`src/rtl/jogo_pkg.sv`:
```
// Shared definitions for the game datapath: detector and control-unit state codes,
// default debounce length and a one-hot helper.
package jogo_pkg;

    localparam int unsigned DEBOUNCE_CYCLES_DEF = 50000;

    typedef enum logic [2:0] {
        OCIOSO         = 3'd0,
        FILTRA_PRESS   = 3'd1,
        VALIDA         = 3'd2,
        ESPERA_SOLTAR  = 3'd3,
        FILTRA_SOLTURA = 3'd4
    } det_estado_t;

    typedef enum logic [2:0] {
        UC_INICIAL  = 3'd0,
        UC_PREPARA  = 3'd1,
        UC_ESPERA   = 3'd2,
        UC_REGISTRA = 3'd3,
        UC_COMPARA  = 3'd4,
        UC_FIM      = 3'd5
    } uc_estado_t;

    function automatic logic um_bit(input logic [3:0] v);
        return (v != 4'd0) && ((v & (v - 4'd1)) == 4'd0);
    endfunction

endpackage

```
`src/rtl/sincronizador_2ff.sv`:
```
// Two-stage synchronizer for raw asynchronous levels into the clock domain.
module sincronizador_2ff #(
    parameter int unsigned WIDTH = 4
) (
    input  logic             clock,
    input  logic             reset,
    input  logic [WIDTH-1:0] async_i,
    output logic [WIDTH-1:0] sync_o
);

    logic [WIDTH-1:0] meta_q;
    logic [WIDTH-1:0] sync_q;

    always_ff @(posedge clock) begin
        if (reset) begin
            meta_q <= '0;
            sync_q <= '0;
        end else begin
            meta_q <= async_i;
            sync_q <= meta_q;
        end
    end

    assign sync_o = sync_q;

endmodule

```
`src/rtl/detector_jogada.sv`:
```
// Debounces the four play buttons and reports one validated play per press/release cycle.
// state          | meaning
// OCIOSO         | idle, waiting for a press while habilita=1
// FILTRA_PRESS   | pressed pattern must stay stable for DEBOUNCE_CYCLES
// VALIDA         | one cycle: emit tem_jogada or jogada_invalida
// ESPERA_SOLTAR  | waiting for all buttons to be released
// FILTRA_SOLTURA | release must stay stable for DEBOUNCE_CYCLES
module detector_jogada
    import jogo_pkg::*;
#(
    parameter int unsigned DEBOUNCE_CYCLES = DEBOUNCE_CYCLES_DEF
) (
    input  logic       clock,
    input  logic       reset,
    input  logic [3:0] botoes,
    input  logic       habilita,
    output logic       tem_jogada,
    output logic [3:0] jogada,
    output logic       jogada_invalida,
    output logic [2:0] db_estado
);

    localparam int unsigned CW = $clog2(DEBOUNCE_CYCLES);
    localparam logic [CW-1:0] CNT_MAX = CW'(DEBOUNCE_CYCLES - 1);

    logic [3:0]    bs;
    det_estado_t   estado_q;
    logic [CW-1:0] cont_q;
    logic [3:0]    amostra_q;
    logic [3:0]    jogada_q;
    logic          tem_q;
    logic          inv_q;

    sincronizador_2ff #(.WIDTH(4)) u_sinc (
        .clock   (clock),
        .reset   (reset),
        .async_i (botoes),
        .sync_o  (bs)
    );

    // Pulse flags are set on the edge entering VALIDA, so they are high exactly while in VALIDA.
    always_ff @(posedge clock) begin
        if (reset) begin
            estado_q  <= OCIOSO;
            cont_q    <= '0;
            amostra_q <= '0;
            jogada_q  <= '0;
            tem_q     <= 1'b0;
            inv_q     <= 1'b0;
        end else begin
            tem_q <= 1'b0;
            inv_q <= 1'b0;
            case (estado_q)
                OCIOSO: begin
                    if (habilita && (bs != 4'd0)) begin
                        amostra_q <= bs;
                        cont_q    <= '0;
                        estado_q  <= FILTRA_PRESS;
                    end
                end
                FILTRA_PRESS: begin
                    if ((bs != amostra_q) || !habilita) begin
                        estado_q <= OCIOSO;
                    end else if (cont_q == CNT_MAX) begin
                        estado_q <= VALIDA;
                        tem_q    <= um_bit(amostra_q);
                        inv_q    <= !um_bit(amostra_q);
                    end else begin
                        cont_q <= cont_q + CW'(1);
                    end
                end
                VALIDA: begin
                    if (um_bit(amostra_q)) begin
                        jogada_q <= amostra_q;
                    end
                    estado_q <= ESPERA_SOLTAR;
                end
                ESPERA_SOLTAR: begin
                    if (bs == 4'd0) begin
                        cont_q   <= '0;
                        estado_q <= FILTRA_SOLTURA;
                    end
                end
                FILTRA_SOLTURA: begin
                    if (bs != 4'd0) begin
                        estado_q <= ESPERA_SOLTAR;
                    end else if (cont_q == CNT_MAX) begin
                        estado_q <= OCIOSO;
                    end else begin
                        cont_q <= cont_q + CW'(1);
                    end
                end
                default: estado_q <= OCIOSO;
            endcase
        end
    end

    assign tem_jogada      = tem_q;
    assign jogada_invalida = inv_q;
    assign jogada          = jogada_q;
    assign db_estado       = estado_q;

endmodule

```
`config.mk`:
```
export PLATFORM = sky130hd
export DESIGN_NAME = detector_jogada
export DESIGN_NICKNAME = d
export VERILOG_FILES = /design/src/rtl/jogo_pkg.sv /design/src/rtl/sincronizador_2ff.sv /design/src/rtl/detector_jogada.sv
export SDC_FILE = /design/constraint.sdc
export NUM_CORES = 1
export LEC_CHECK = 0
export BUFFER_PORTS_ARGS = -buffer_cell sky130_fd_sc_hd__buf_2
export CORE_MARGIN = 4
export CORE_UTILIZATION = 37
export DETAILED_ROUTE_END_ITERATION = 12
export RECOVER_POWER = 50
export SYNTH_ARGS = -nofsm -noshare
export SYNTH_HDL_FRONTEND = slang
export SYNTH_SLANG_ARGS = --single-unit
```
`constraint.sdc`:
```
create_clock -name clock -period 2.2 [get_ports clock]
set_input_delay 0.44 -clock clock [delete_from_list [all_inputs] [get_ports clock]]
set_output_delay 0.44 -clock clock [all_outputs]
set_load 0.02 [all_outputs]
```
Yosys cells after proc, flatten, opt, wreduce, memory -nomap -nowiden
Cells that the tools add are included.
{"block": "word_totals", "register_bits": 37, "word_cells": 54, "out_inout_bits": 9}
{"block": "classes", "eq_ne": 12, "n_reduce_logical": 16, "n_addsub": 2, "bitwise": 3, "muxes": 13}
{"op": "$mux 16", "n": 5}
{"op": "$pmux 16 s4", "n": 1}
{"op": "$mux 3", "n": 6}
{"op": "$add 16x1->16 const B", "n": 1}
{"op": "$eq 16x16->1 const B", "n": 1}
{"op": "$pmux 3 s5", "n": 1}
{"op": "$reduce_bool 4->1", "n": 3}
{"op": "$logic_not 4->1", "n": 2}
{"op": "$ne 2x2->1 const B", "n": 4}
{"op": "$eq 3x2->1 const B", "n": 2}
{"op": "$ne 3x3->1 const B", "n": 2}
{"op": "$reduce_and 5->1", "n": 1}
{"op": "$and 4x4->4", "n": 1}
{"op": "$ne 4x4->1", "n": 1}
{"op": "$reduce_and 2->1", "n": 2}
{"op": "$reduce_and 4->1", "n": 1}
{"op": "$reduce_or 4->1", "n": 1}
{"op": "$sub 4x1->4 const B", "n": 1}
{"op": "$eq 3x1->1 const B", "n": 1}
{"op": "$eq 3x3->1 const B", "n": 1}
{"op": "$logic_not 3->1", "n": 1}
{"op": "$logic_and 1x1->1", "n": 2}
{"op": "$logic_not 1->1", "n": 2}
{"op": "$not 1->1", "n": 2}
{"op": "$logic_or 1x1->1", "n": 1}

Depth between registers and ports, before layout
Gate-level depths: netlist (run 1).
{"block": "logic_depth", "word_depth": 5, "ltp_mapped": 8}

By module
Synthesis (run 1) repeated with hierarchy kept, for this count alone.
{"block": "hier_totals", "hier_cells": 223, "area_unflattened_um2": 1890.6}
{"module": "detector_jogada", "area_each_um2": 1680.4, "n_inst": 1, "cells_per_inst": 207}
{"module": "sincronizador_2ff", "area_each_um2": 210.2, "n_inst": 1, "cells_per_inst": 16}

Least setup slack after synthesis (run 1)
No wires, ideal clock.
{"block": "synth_timing", "kind": "register -> register", "from": "register estado_q[0], in the netlist db_estado[0]", "to": "register cont_q[3]", "synth_period_minus_slack_ps": 1892, "setup_ps": 125, "stages_incl_launch_ff": 9, "path_buffers": 2, "arrival_time_ps": 1767, "required_ps": 2075, "setup_slack_ps": 308, "path_cell_list": "dfxtp_1 -> buf_4 -> nor3b_1 -> nand3_1 -> o21ai_2 -> nor2_4 -> buf_6 -> o211ai_1 -> o31ai_1"}
{"block": "synth_via", "elab_chain_len": 3, "word_cells_on_any_way": 11, "classes_between": "eq/ne (7); mux (1); reduce/logical (3)"}
{"item": "start: declaration", "line": "detector_jogada.sv:27", "rtl": "det_estado_t estado_q;"}
{"item": "start signal: assignment", "line": "detector_jogada.sv:44", "rtl": "estado_q <= OCIOSO;"}
{"item": "start signal: assignment", "line": "detector_jogada.sv:58", "rtl": "estado_q <= FILTRA_PRESS;"}
{"item": "start signal: assignment", "line": "detector_jogada.sv:63", "rtl": "estado_q <= OCIOSO;"}
{"item": "$eq 3x3->1 (tied with other cells)", "line": "detector_jogada.sv:53", "rtl": "case (estado_q)"}
{"item": "$reduce_bool 4->1 (no line) or $ne 2x2->1 (tied branches)"}
{"item": "$reduce_and 5->1 (no line)"}
{"item": "end signal: assignment", "line": "detector_jogada.sv:69", "rtl": "cont_q <= cont_q + CW'(1);"}
{"item": "end signal: assignment", "line": "detector_jogada.sv:90", "rtl": "cont_q <= cont_q + CW'(1);"}
{"item": "end: declaration", "line": "detector_jogada.sv:28", "rtl": "logic [CW-1:0] cont_q;"}
Parallel ways exist; a longest one is shown, timed or not.
A chain may end at the register's enable or synchronous reset.

Worst setup path in the final report (run 1)
{"block": "layout_timing", "from": "register cont_q[0]", "to": "register cont_q[1]"}
{"block": "layout_via", "elab_chain_len": 4, "word_cells_on_any_way": 6, "classes_between": "add/sub (1); eq/ne (1); mux (4)"}
{"item": "$add 16x1->16 or $eq 16x16->1 (tied branches)"}
{"item": "$mux 16 (*)", "line": "detector_jogada.sv:64, detector_jogada.sv:87"}
{"item": "$mux 16 (on tied branches)", "line": "detector_jogada.sv:85, detector_jogada.sv:62"}
{"item": "$pmux 16 s4 (*)", "line": "detector_jogada.sv:53"}
Every way passes the cells marked *; elsewhere a longest branch is shown, timed or not. The select of a mux whose other input is x is not followed.

==> impl_metrics.csv, run 1 <==
group,metric,value,unit
status,status,"finished clean",
floorplan,die_w,81.1,um
clock_tree,insertion_delay,0.29,ns
clock_tree,clkTransAtPathRegs,0.07,ns
pwr,power_per_cell_area,790,mW/mm^2
synth,synth_edf_count,0,
clock_tree,cts_buffers,5,
setup_path,cp_data_required_time,2.36,ns
layout,final_nets,247,
floorplan,core,0.00514,sq mm
clock_tree,clockBufferDepth,2,
layout,layout_common_cells,"dfxtp_1 (37), nor2_1 (26), a21oi_1 (13)",
setup_path,critPathMaxFanout,6,
synth,synth_fp_nets,226,
placed_design,gp_congestion,0.808,
grt,grt_usage,0.146,
timing,setup_violations,0,
route,dr_wl_met3,185,um
timing,drv_slew,0,
timing,relSlewSlack,0.433,
grt,overflow,0,
route,drt_pass1_iterations,4,
floorplan,rows,26,
synth,avgSynthCellArea,9.06,sq um
floorplan,die_h,81.1,um
route,wirelength,4250,um
timing,max_freq,0.521,GHz
setup_path,worstSetupStartpoint,"cont_q[0]",
layout,fin_cells,310,
synth,seq_area_frac_synth,0.375,
flow_run,maxCapViolations,0,
layout,antenna_cells,0,
layout,drive_gt1_frac,0.192,
route,highest_layer,"met4",
grt,grt_pass1_vias,1569,
floorplan,start_util,0.384,
clock_tree,cts_tree,"done",
grt,grt_max_degree,22,
route,wl_met2,1800,um
layout,syn_to_final_growth,13.8,%
setup_path,cp-end-kind,"register",
setup_path,cp.arrival,2.08,ns
synth,synth_cells,218,
worst_hold_path,min_path_type,"primary input to register",
grt,grt_pass1_wl,7560,um
timing,finalHoldViolCount,0,
layout,n_fill_cell,543,
synth,ys_ff_latch,37,
floorplan,fp.dieArea,0.00657,sq mm
floorplan,io_pins,16,
clock_tree,root_buffer,"clkbuf_8",
route,ant_nets,0,
clock_tree,cts.repair.resized,0,
synth,syn_area,0.00197,sq mm
clock_tree,cts-hold-fix-buffers,0,
synth,ys_types,53,
route,wl_per_cell,13.7,um
placed_design,port_buffers,15,
placed_design,dp.cells,302,
pwr,irDropWorstVdd,0.270,mV
route,drc,0,
placed_design,postPlaceCellArea,0.00214,sq mm
timing,finalCritPeriodShare,0.872,
setup_path,cpPeakStageDelay,0.42,ns
grt,antenna_found_initial,0,
timing,setup_tns,0,ns
layout,design_area,0.00225,sq mm
synth,synth_async_sr_flop_share,0,
setup_path,worstSetupStartpointType,"register",
synth,ys_warn_count,0,
route,wl_met1,2190,um
clock_tree,clock-sinks,37,
setup_path,crit_chain,"ha_1 -> and4b_1 -> and4_1 -> nor3_1 -> o32a_2 -> mux2i_1 -> nor2_1",
route,viasPerCell,5.31,
pwr,p_leak,0.000917,uW
clock_tree,h-tree-depth,2,
timing,skew,0.00617,ns
setup_path,slowest_stage,"dfxtp_1",
layout,final_common_cell,"dfxtp_1",
worst_hold_path,worstHoldStart,"botoes[2]",
route,dr.first_iter.drc_count,129,
timing,worst_pin_slew,0.850,ns
clock_tree,post_cts_buffers,0,
route,detailroute.via_count,1645,
setup_path,path_class,"register to register",
synth,yosys_most_used_dff,"dfxtp_1",
timing,grt_setup_unrepaired,"false",
setup_path,r2r_start,"cont_q[0]",
timing,period_minus_slack,1.92,ns
placed_design,dp_hpwl,3070,um
routing by layer:
metal	up-vias	global-route usage
met1	760	0.212
li1	845	-
met5	-	0
met3	6	0.0299
met2	34	0.215
met4	0	0.0507
registers in the layout, indices dropped and copies added, names as in the netlist:
| name | flops |
|---|---|
| jogada | 4 |
| jogada_invalida | 1 |
| db_estado | 3 |
| tem_jogada | 1 |
| amostra_q | 4 |
| u_sinc.meta_q | 4 |
| u_sinc.sync_o | 4 |
| cont_q | 16 |
through the flow:
step | hold slack (ns) | setup slack, ns | total power, uW | util
after detailed placement | 0.431 | 0.185 | 1180 | 0.417
after global routing | 0.346 | 0.118 | 1880 | 0.437
final | 0.354 | 0.281 | 1770 | 0.437
after global placement | 0.426 | 0.264 | 1170 | 0.417
after CTS | 0.345 | 0.176 | 1790 | 0.440
after floorplan | 0.414 | 0.308 | 1080 | -
cell usage after synthesis (5+ instances only):
cell type	instances	area, sq um
nand2_1	5	18.8
o21ai_0	5	25.0
nor2b_1	10	62.6
nor2_1	26	97.6
o21ai_2	9	78.8
nand3_1	10	50.1
a21oi_1	13	65.1
mux2i_1	10	100
and3_1	6	37.5
dfxtp_1	37	741
where the power goes:
part	switching, uW	internal (uW)
Sequential	34.0	693
Clock	245	368
Combinational	267	166
final cells by class:
| class | instances | area [sq um] | share of cell area |
|---|---|---|---|
| multi-input combinational | 166 | 1150 | 0.512 |
| sequential | 37 | 741 | 0.330 |
| timing repair buffer | 26 | 136 | 0.0607 |
| tap | 70 | 87.6 | 0.0390 |
| clock buffer | 6 | 82.6 | 0.0368 |
| clock inverter | 2 | 37.5 | 0.0167 |
| inverter | 3 | 11.3 | 0.00501 |
worst paths after layout:
kind | depth (start not counted) | end | slack, ns
worst max-delay path | 7 | cont_q[1] | 0.28
worst min-delay path | 2 | u_sinc.meta_q[2] | 0.35
worst max register to register | 7 | cont_q[1] | 0.28
worst min register to register | 1 | u_sinc.sync_o[0] | 0.44
critical path: cells and delay by family, from the launching register on:
family / cells / cell delay, ns
AOI/OAI and AO/OA: 1 / 0.39
adders and majority gates: 1 / 0.26
DFF: 1 / 0.42
muxes: 1 / 0.17
and+or+nand+nor: 4 / 0.55
cells by family (layout without fill, tap and decap cells):
logic type | count (synthesis) | count (layout) | share of synthesized area
AOI/OAI and AO/OA | 58 | 58 | 0.212
buffers and inverters | 15 | 37 | 0.0444
muxes | 10 | 10 | 0.0507
DFF | 37 | 37 | 0.375
adders and majority gates | 1 | 1 | 0.00634
xor gates and xnor gates | 5 | 5 | 0.0222
and+or+nand+nor | 92 | 92 | 0.290
Power figures use the tool's default switching activity.
==> inputs of run 2 (changes only) <==
--- a/config.mk
+++ b/config.mk
@@ -5,10 +5,10 @@
 export SDC_FILE = /design/constraint.sdc
 export NUM_CORES = 1
 export LEC_CHECK = 0
-export BUFFER_PORTS_ARGS = -buffer_cell sky130_fd_sc_hd__buf_2
 export CORE_MARGIN = 4
 export CORE_UTILIZATION = 37
 export DETAILED_ROUTE_END_ITERATION = 12
+export DONT_BUFFER_PORTS = 1
 export RECOVER_POWER = 50
 export SYNTH_ARGS = -nofsm -noshare
 export SYNTH_HDL_FRONTEND = slang
==> impl_metrics.csv, run 2 (same netlist as run 1, synthesis figures left out) <==
group,metric,value,unit
route,dr.first_iter.drc_count,135,
grt,grt_max_degree,34,
route,wl_per_cell,14.5,um
route,detailroute.via_count,1589,
route,drc,0,
worst_hold_path,whs_path_depth,1,
layout,antenna_cells,0,
clock_tree,clockBufferDepth,2,
clock_tree,cts-hold-fix-buffers,0,
timing,setup_tns,0,ns
setup_path,regToRegSetupSlack,0.19,ns
pwr,switching_share,0.304,
layout,syn_to_final_growth,8.68,%
timing,relSlewSlack,0.607,
grt,grt_pass1_wl,7250,um
floorplan,start_util,0.384,
pwr,power_per_cell_area,798,mW/mm^2
clock_tree,root_buffer,"clkbuf_8",
pwr,netSwitchingPower,521,uW
placed_design,port_buffers,0,
layout,drive_gt1_frac,0.149,
layout,final_nets,230,
timing,finalCritPeriodShare,0.912,
placed_design,gp_congestion,0.818,
setup_path,rr_worst_depth,6,
pwr,internal_power,1190,uW
worst_hold_path,hold_end,"cont_q[10]",
setup_path,cp-end-kind,"register",
floorplan,core,0.00514,sq mm
clock_tree,cts_tree,"done",
layout,n_fill_cell,541,
placed_design,postPlaceCellArea,0.00204,sq mm
timing,skew,0.00298,ns
timing,finalHoldViolCount,0,
pwr,p_leak,0.000860,uW
setup_path,critPathMaxFanout,8,
worst_hold_path,min_path_type,"primary input to register",
floorplan,fp.dieArea,0.00657,sq mm
placed_design,dp_hpwl,2900,um
status,status,"finished clean",
setup_path,r2r_start,"u_sinc.sync_o[0]",
grt,grt_pass1_vias,1543,
timing,worst_pin_slew,0.590,ns
setup_path,worstSetupStartpointType,"register",
layout,regMostFlops,"cont_q",
layout,design_area,0.00215,sq mm
layout,layout_common_cells,"dfxtp_1 (37), nor2_1 (26), a21oi_1 (13)",
timing,drv_slew,0,
clock_tree,clock-sinks,37,
setup_path,cp.arrival,2.20,ns
route,drt_pass1_iterations,4,
pwr,power_frac_comb,0.247,
setup_path,path_class,"register to register",
setup_path,timing.rr.end,"cont_q[14]",
floorplan,die_w,81.1,um
floorplan,die_h,81.1,um
timing,setup_violations,0,
clock_tree,clkTransAtPathRegs,0.07,ns
floorplan,io_pins,16,
grt,antenna_found_initial,0,
flow_run,maxCapViolations,0,
layout,final_common_cell,"dfxtp_1",
route,ant_nets,0,
clock_tree,insertion_delay,0.29,ns
grt,overflow,0,
timing,grt_setup_unrepaired,"false",
grt,grt_usage,0.141,
route,wirelength,4220,um
route,viasPerCell,5.44,
timing,period_minus_slack,2.01,ns
layout,largest_register_ffs,16,
clock_tree,h-tree-depth,2,
pwr,p_seq_frac,0.423,
pwr,irDropWorstVdd,0.325,mV
timing,max_freq,0.498,GHz
pwr,clkPwrFrac,0.331,
setup_path,cp_data_required_time,2.39,ns
worst_hold_path,worstHoldStart,"reset",
floorplan,rows,26,
clock_tree,cts_buffers,5,
==> run 2: changes by cell type in the layout (fill, tap and decap cells not counted), sizes merged <==
cell / delta
clkbuf: -9
clkinv: +1
clkinvlp: -1
buf: -9
==> run 2: through the flow <==
| step | power [uW] | cells | setup slack (ns) | utilization | hold WS [ns] |
|---|---|---|---|---|---|
| finish | 1710 | 292 | 0.194 | 0.417 | 0.212 |
| global route | 1820 | 292 | 0.0260 | 0.417 | 0.189 |
| CTS | 1720 | 290 | 0.112 | 0.417 | 0.196 |
| detailed placement | 1140 | 283 | 0.107 | 0.397 | 0.438 |
| global placement | 1140 | 283 | 0.193 | 0.397 | 0.432 |
| floorplan | 1080 | 218 | 0.308 | - | 0.414 |
==> run 2: final cells by class <==
class	instances	area (sq um)	area share
Clock inverter	2	35.0	0.0163
Multi-Input combinational cell	166	1130	0.528
Sequential cell	37	741	0.345
Clock buffer	5	68.8	0.0321
Inverter	3	11.3	0.00525
Tap cell	70	87.6	0.0408
Timing Repair Buffer	9	68.8	0.0321
==> run 2: power groups by stage <==
stage / Clock (uW) / Sequential, uW / Combinational (uW)
floorplan: 0 / 741 / 336
global placement: 0 / 737 / 398
detailed placement: 0 / 738 / 401
CTS: 590 / 722 / 402
global route: 623 / 727 / 471
finish: 566 / 724 / 422
==> run 2: worst max path at each step <==
stage	startpoint	slack (ns)	endpoint
after global placement	u_sinc.sync_o[0]	0.19	cont_q[14]
final	u_sinc.sync_o[0]	0.19	cont_q[14]
after CTS	u_sinc.sync_o[1]	0.11	cont_q[14]
after floorplan	db_estado[0]	0.31	cont_q[3]
after global routing	cont_q[1]	0.03	cont_q[9]
after detailed placement	u_sinc.sync_o[1]	0.11	cont_q[14]
==> run 2: critical path, stage by stage, from the launching register on <==
cell	delay [ns]
dfxtp_1	0.34
or4_1	0.65
nand4b_1	0.19
o21ai_2	0.09
nor2_4	0.26
inv_1	0.10
a311oi_1	0.27
==> run 2: repair_timing <==
item	in CTS	in global routing
setup endpoints to repair	0	1
resized for setup	0	1
setup buffers	0	2
==> run 2: layer usage <==
layer / vias to the layer above / global-route usage / part of all wire
met2: 39 / 0.212 / 0.45
li1: 805 / - / -
met3: 4 / 0.0399 / 0.050
met5: - / 0 / 0
met4: 0 / 0.0591 / 0.010
met1: 741 / 0.190 / 0.49
